`src/rtl/mat_bus_pkg.sv`:
```
// Shared bus encodings, FSM state type and element packing helper for the
// MatrixMultiplication bus master.
package mat_bus_pkg;

    localparam int ELEM_W  = 16;
    localparam int MAT_DIM = 4;
    localparam int MAT_W   = 256;

    localparam logic RW_WRITE = 1'b1;
    localparam logic RW_READ  = 1'b0;
    localparam logic SEL_A    = 1'b0;
    localparam logic SEL_B    = 1'b1;

    typedef enum logic [2:0] {
        IDLE     = 3'd0,
        WR_A     = 3'd1,
        WR_B     = 3'd2,
        RD       = 3'd3,
        CAP      = 3'd4,
        DONE     = 3'd5,
        GAP_WAIT = 3'd6
    } matState_t;

    // Bit offset of element [i][j] in a row-major packed matrix.
    function automatic int unsigned elemOffset(input int unsigned i, input int unsigned j);
        return (i * MAT_DIM * ELEM_W) + (j * ELEM_W);
    endfunction

endpackage

```
`src/rtl/mat_gap_timer.sv`:
```
// Loadable down-counter with zero flag; times the idle gap after each
// bus command of the initiator.
module mat_gap_timer #(
    parameter int CNT_W = 4
) (
    input  logic             clk,
    input  logic             rst,
    input  logic             load,
    input  logic [CNT_W-1:0] loadValue,
    input  logic             dec,
    output logic             zero
);

    localparam logic [CNT_W-1:0] CNT_ZERO = {CNT_W{1'b0}};
    localparam logic [CNT_W-1:0] CNT_ONE  = {{(CNT_W-1){1'b0}}, 1'b1};

    logic [CNT_W-1:0] count_r;

    // Gap counter: load wins over decrement, saturates at zero.
    always_ff @(posedge clk or posedge rst) begin
        if (rst) begin
            count_r <= CNT_ZERO;
        end else if (load) begin
            count_r <= loadValue;
        end else if (dec && (count_r != CNT_ZERO)) begin
            count_r <= count_r - CNT_ONE;
        end else begin
            count_r <= count_r;
        end
    end

    assign zero = (count_r == CNT_ZERO);

endmodule

```
`src/rtl/mat_mult_initiator.sv`:
```
// Bus master for the MatrixMultiplication unit: load A, load B/compute, read.
// Optional macro MAT_CHAIN_EN adds pow_n and repeats the sequence for A*B^n.
module mat_mult_initiator #(
    parameter int GAP    = 0,
    parameter int ELEM_W = 16
) (
    input  logic                  clk,
    input  logic                  rst,
    input  logic                  start,
    input  logic [16*ELEM_W-1:0]  mat_a,
    input  logic [16*ELEM_W-1:0]  mat_b,
`ifdef MAT_CHAIN_EN
    input  logic [3:0]            pow_n,
`endif
    output logic                  busy,
    output logic                  done,
    output logic [16*ELEM_W-1:0]  result,
    output logic [16*ELEM_W-1:0]  dataInBus,
    output logic                  RW,
    output logic                  enable,
    output logic                  matDecide,
    input  logic [16*ELEM_W-1:0]  fromMultBus
);
    import mat_bus_pkg::*;

    localparam int         BUS_W    = 16 * ELEM_W;
    localparam logic       GAP_EN   = (GAP != 0);
    localparam logic [3:0] GAP_LOAD = (GAP != 0) ? 4'(GAP - 1) : 4'd0;

    matState_t        state_r, nextState_s, retState_r;
    logic [BUS_W-1:0] matA_r, matB_r, result_r, dataInBus_r;
    logic [BUS_W-1:0] aOperand_s, busNext_s;
    logic             busy_r, done_r, RW_r, enable_r, matDecide_r;
    logic             timerLoad_s, timerDec_s, timerZero_s;
    logic             chainMore_s;

    mat_gap_timer #(.CNT_W(4)) gapTimer (
        .clk       (clk),
        .rst       (rst),
        .load      (timerLoad_s),
        .loadValue (GAP_LOAD),
        .dec       (timerDec_s),
        .zero      (timerZero_s)
    );

`ifdef MAT_CHAIN_EN
    logic [3:0] iterN_r, iterDone_r;

    assign chainMore_s = ({1'b0, iterDone_r} + 5'd1) < {1'b0, iterN_r};

    // Iteration bookkeeping: n latched at start, completed passes counted at CAP.
    always_ff @(posedge clk or posedge rst) begin
        if (rst) begin
            iterN_r    <= 4'd0;
            iterDone_r <= 4'd0;
        end else if ((state_r == IDLE) && start) begin
            iterN_r    <= (pow_n == 4'd0) ? 4'd1 : pow_n;
            iterDone_r <= 4'd0;
        end else if ((state_r == CAP) && chainMore_s) begin
            iterDone_r <= iterDone_r + 4'd1;
        end else begin
            iterDone_r <= iterDone_r;
        end
    end
`else
    assign chainMore_s = 1'b0;
`endif

    // State register.
    always_ff @(posedge clk or posedge rst) begin
        if (rst) begin
            state_r <= IDLE;
        end else begin
            state_r <= nextState_s;
        end
    end

    // Next-state logic. No gap follows RD: the read data is only valid
    // on the cycle right after the read command, so CAP must follow at once.
    always_comb begin
        nextState_s = state_r;
        timerLoad_s = 1'b0;
        timerDec_s  = 1'b0;
        case (state_r)
            IDLE: begin
                if (start) nextState_s = WR_A;
                else       nextState_s = IDLE;
            end
            WR_A: begin
                if (GAP_EN) begin
                    nextState_s = GAP_WAIT;
                    timerLoad_s = 1'b1;
                end else begin
                    nextState_s = WR_B;
                end
            end
            WR_B: begin
                if (GAP_EN) begin
                    nextState_s = GAP_WAIT;
                    timerLoad_s = 1'b1;
                end else begin
                    nextState_s = RD;
                end
            end
            RD:   nextState_s = CAP;
            CAP: begin
                if (chainMore_s) nextState_s = WR_A;
                else             nextState_s = DONE;
            end
            DONE: nextState_s = IDLE;
            GAP_WAIT: begin
                if (timerZero_s) nextState_s = retState_r;
                else             timerDec_s  = 1'b1;
            end
            default: nextState_s = IDLE;
        endcase
    end

    // Command that a gap returns to.
    always_ff @(posedge clk or posedge rst) begin
        if (rst) begin
            retState_r <= IDLE;
        end else if (state_r == WR_A) begin
            retState_r <= WR_B;
        end else if (state_r == WR_B) begin
            retState_r <= RD;
        end else begin
            retState_r <= retState_r;
        end
    end

    // A operand for the next WR_A: fresh input at start, product when chaining.
    always_comb begin
        aOperand_s = matA_r;
        if (state_r == IDLE) begin
            aOperand_s = mat_a;
        end else if (state_r == CAP) begin
            aOperand_s = fromMultBus;
        end else begin
            aOperand_s = matA_r;
        end
    end

    // Bus data for the coming cycle; holds outside write commands.
    always_comb begin
        busNext_s = dataInBus_r;
        if (nextState_s == WR_A) begin
            busNext_s = aOperand_s;
        end else if (nextState_s == WR_B) begin
            busNext_s = matB_r;
        end else begin
            busNext_s = dataInBus_r;
        end
    end

    // Operand latches.
    always_ff @(posedge clk or posedge rst) begin
        if (rst) begin
            matA_r <= {BUS_W{1'b0}};
            matB_r <= {BUS_W{1'b0}};
        end else if ((state_r == IDLE) && start) begin
            matA_r <= mat_a;
            matB_r <= mat_b;
        end else if ((state_r == CAP) && chainMore_s) begin
            matA_r <= fromMultBus;
        end else begin
            matA_r <= matA_r;
        end
    end

    // Registered bus and handshake outputs, decoded from the next state.
    always_ff @(posedge clk or posedge rst) begin
        if (rst) begin
            enable_r    <= 1'b0;
            RW_r        <= RW_READ;
            matDecide_r <= SEL_A;
            dataInBus_r <= {BUS_W{1'b0}};
            busy_r      <= 1'b0;
            done_r      <= 1'b0;
            result_r    <= {BUS_W{1'b0}};
        end else begin
            enable_r    <= (nextState_s == WR_A) || (nextState_s == WR_B) || (nextState_s == RD);
            RW_r        <= ((nextState_s == WR_A) || (nextState_s == WR_B)) ? RW_WRITE : RW_READ;
            matDecide_r <= (nextState_s == WR_B) ? SEL_B : SEL_A;
            dataInBus_r <= busNext_s;
            busy_r      <= (nextState_s != IDLE) && (nextState_s != DONE);
            done_r      <= (nextState_s == DONE);
            if ((state_r == CAP) && !chainMore_s) begin
                result_r <= fromMultBus;
            end else begin
                result_r <= result_r;
            end
        end
    end

    assign enable    = enable_r;
    assign RW        = RW_r;
    assign matDecide = matDecide_r;
    assign dataInBus = dataInBus_r;
    assign busy      = busy_r;
    assign done      = done_r;
    assign result    = result_r;

endmodule

```
`config.mk`:
```
export PLATFORM = sky130hd
export DESIGN_NAME = mat_mult_initiator
export DESIGN_NICKNAME = d
export VERILOG_FILES = /design/src/rtl/mat_bus_pkg.sv /design/src/rtl/mat_gap_timer.sv /design/src/rtl/mat_mult_initiator.sv
export SDC_FILE = /design/constraint.sdc
export NUM_CORES = 2
export LEC_CHECK = 0
export ABC_AREA = 1
export BUFFER_PORTS_ARGS = -buffer_cell sky130_fd_sc_hd__buf_2
export CAP_MARGIN = 20
export CORE_AREA = 2 2 497 499
export CTS_BUF_LIST = sky130_fd_sc_hd__clkbuf_16
export DETAILED_ROUTE_END_ITERATION = 8
export DIE_AREA = 0 0 499 501
export GPL_ROUTABILITY_DRIVEN = 0
export PLACE_DENSITY = 0.39
export SLEW_MARGIN = 10
export SYNTH_ARGS = -nofsm -noshare
export SYNTH_HDL_FRONTEND = slang
export SYNTH_HIERARCHICAL = 1
export SYNTH_SLANG_ARGS = --single-unit
```
`constraint.sdc`:
```
create_clock -name clk -period 67.6 [get_ports clk]
set_input_delay 13.52 -clock clk [delete_from_list [all_inputs] [get_ports clk]]
set_output_delay 13.52 -clock clk [all_outputs]
set_load 0.02 [all_outputs]
```
==> results.py <==
metrics = {
    "power_and_ir_drop": {
        "p_total_mw": 3.832,
        "vdd_drop_max_v": 0.00005111,
        "p_per_area_mw_per_mm2": 61.94,
        "cellLeakagePower_nw": 31.67,
    },
    "timing": {
        "hold_viol": 0,
        "setup_violations": 0,
        "slew_viol_final": 0,
        "rsz0062_at_grt": "no",
        "worst_pin_slew_ps": 1037,
        "fmax_ghz": 0.05759,
        "fin_crit_ps": 17360,
        "post-route-period-util": 0.2569,
        "relSlewSlack": 0.3087,
        "fin_skew_ps": 33.57,
        "holdWs_ps": 462.1,
        "fin_tns_setup_ps": 0,
        "layout_setup_ws_ps": 50240,
    },
    "critical_path": {
        "crit_type": "in2async",
        "cp.arrival_ps": 18210,
        "slowest_delay_ps": 850,
        "slowest_stage": "buf_4",
        "end_kind": "asynchronous set/reset pin",
        "path_max_fanout": 84,
        "worstSetupStartpointType": "input pin",
        "crit_required_ps": 68450,
        "crit_chain": "buf_2 > inv_8 > buf_4 > buf_4 > buf_4 > buf_4 > buf_4",
        "cpMostUsedCell": "buf_4",
    },
    "logic_synthesis": {
        "syn_area_mm2": 0.04799,
        "synthCells": 5140,
        "syn_avg_cell_area_um2": 9.336,
        "seq_area_frac_synth": 0.5413,
        "yosysWarnings": 6,
        "yosys_register_bits": 1038,
        "yosys.cell_types.count": 26,
    },
    "placement": {
        "dpl.hpwl_mm": 174.9,
        "placed_cells": 9309,
        "port-buffer-count": 1287,
        "placed_area_mm2": 0.05725,
        "place_ws_ps": 49230,
    },
    "global_routing": {
        "globalRouteOverflowTotal": 0,
        "grt_pass1_wl_mm": 349.3,
        "track_usage": 0.1924,
        "grt_antenna_before_repair": 143,
        "grt_max_degree": 147,
        "first_global_vias": 44123,
    },
    "cts": {
        "clockBufferDepth": 3,
        "numCtsBuffers": 137,
        "cts_tree": "yes",
        "ctsHoldBuffers": 0,
        "clk_latency_ps": 800,
        "htree_levels": 4,
        "cts_setup_buffers": 0,
        "root_buffer": "clkbuf_16",
        "clkTransAtPathRegs_ps": 50,
        "cts-resized-gates": 0,
        "cts.sinks": 1038,
    },
    "final_layout": {
        "stdcell_area_mm2": 0.06187,
        "final_cell_count_no_fill": 9615,
        "final_layout_size_suffix_gt1_frac": 0.3293,
        "final_cell_mix": "1313 x nand2_1, 1287 x nand3_1, 1287 x buf_2, 1037 x dfrtp_1, 512 x mux2_2",
        "utilization": 0.2527,
        "syn_to_final_growth_pct": 28.92,
        "final_common_cell": "nand2_1",
        "n_fill_cell": 26636,
        "nets": 7001,
    },
    "flow_run": {
        "maxCapViolCount": 0,
    },
    "route": {
        "drtIter0Drc": 3437,
        "wl_per_cell_um": 25.88,
        "drt-pass1-iter-count": 6,
        "postRouteAntennaNets": 0,
        "wl_mm": 248.9,
        "via_per_inst": 4.594,
        "vias": 44172,
        "drc": 0,
    },
    "floorplan": {
        "die-area_mm2": 0.2500,
        "core.rowCount": 182,
        "dieHeight_um": 501,
        "core_area_mm2": 0.2448,
        "die_w_um": 499,
        "ioPinCount": 1288,
        "start_util": 0.1960,
    },
    "run_status": {
        "status": "finished clean",
    },
    "hold_path": {
        "holdCritPathClass": "reg2reg",
    },
}
## cells by family after synthesis
logic type      after synthesis  synth area share
mux                         512            0.1201
compound gates                4         0.0004172
buf+inv                     701           0.06310
fa+ha+maj                     1         0.0002607
flops                      1038            0.5413
simple gates               2883            0.2747
other cells                   1        0.00007814
## Yosys cell counts (all sizes together)
cell,n,area [µm²]
clkinv,1,3.750
nand2,1318,4979
nand3,1293,6504
inv,276,1036
o21ai,4,20.02
conb,1,3.750
mux2,512,5766
nor2,12,72.57
clkbuf,127,476.7
nand3b,2,15.01
nand4,257,1608
dfrtp,1038,25970
or2,1,6.260
buf,297,1511
ha,1,12.51
## routing by layer
layer	up-vias	global-route usage	part of all wire
met5	-	0	0.0025
met1	22319	0.2436	0.42
met2	1756	0.2989	0.45
met3	407	0.07239	0.093
li1	19594	-	-
met4	96	0.06644	0.032
## worst max-delay path: cells and delay by family
| kind | cells | cell delay, ps |
|---|---|---|
| buffers and inverters | 7 | 4380 |
## where the power goes
part           internal [mW]  leakage (nW)  switching, mW
logic                  0.584          16.8           1.39
clock network          0.421          2.26          0.314
registers              0.945          12.6          0.181
total                   1.95          31.7           1.88
## cell type report
type                    count  area, µm²  share of cell area
repair buffers           1363       7132              0.1153
multi-input cells        3412      19070              0.3083
diodes                     67      167.7            0.002710
well taps                3220       4029             0.06512
inverters                 277       1062             0.01717
flip-flops and latches   1038      25980              0.4199
clock buffers             137       3428             0.05541
clock inverters           101      997.2             0.01612
## worst paths after layout
kind / startpoint / endpoint / slack, ps / cells past startpoint
hold / removal: result[77]$_DFFE_PP0P_ / result[77]$_DFFE_PP0P_ / 460 / 2
max in group clk: start / dataInBus[163]$_DFFE_PP0P_ / 51210 / 8
min in group asynchronous: rst / gapTimer/count_r[3]$_DFFE_PP0P_ / 12730 / 2
hold reg to reg: result[77]$_DFFE_PP0P_ / result[77]$_DFFE_PP0P_ / 460 / 2
setup / recovery: rst / result[127]$_DFFE_PP0P_ / 50240 / 7
setup reg to reg: state_r[2]$_DFF_PP0_ / dataInBus[181]$_DFFE_PP0P_ / 61680 / 13
## state kept, by name, indices dropped and copies added (netlist names), 2 cells and up
name / count
dataInBus: 256
matA_r: 256
matB_r: 256
result: 256
gapTimer/count_r: 4
state_r: 3
retState_r: 2
(Power assumes the default switching activity.)
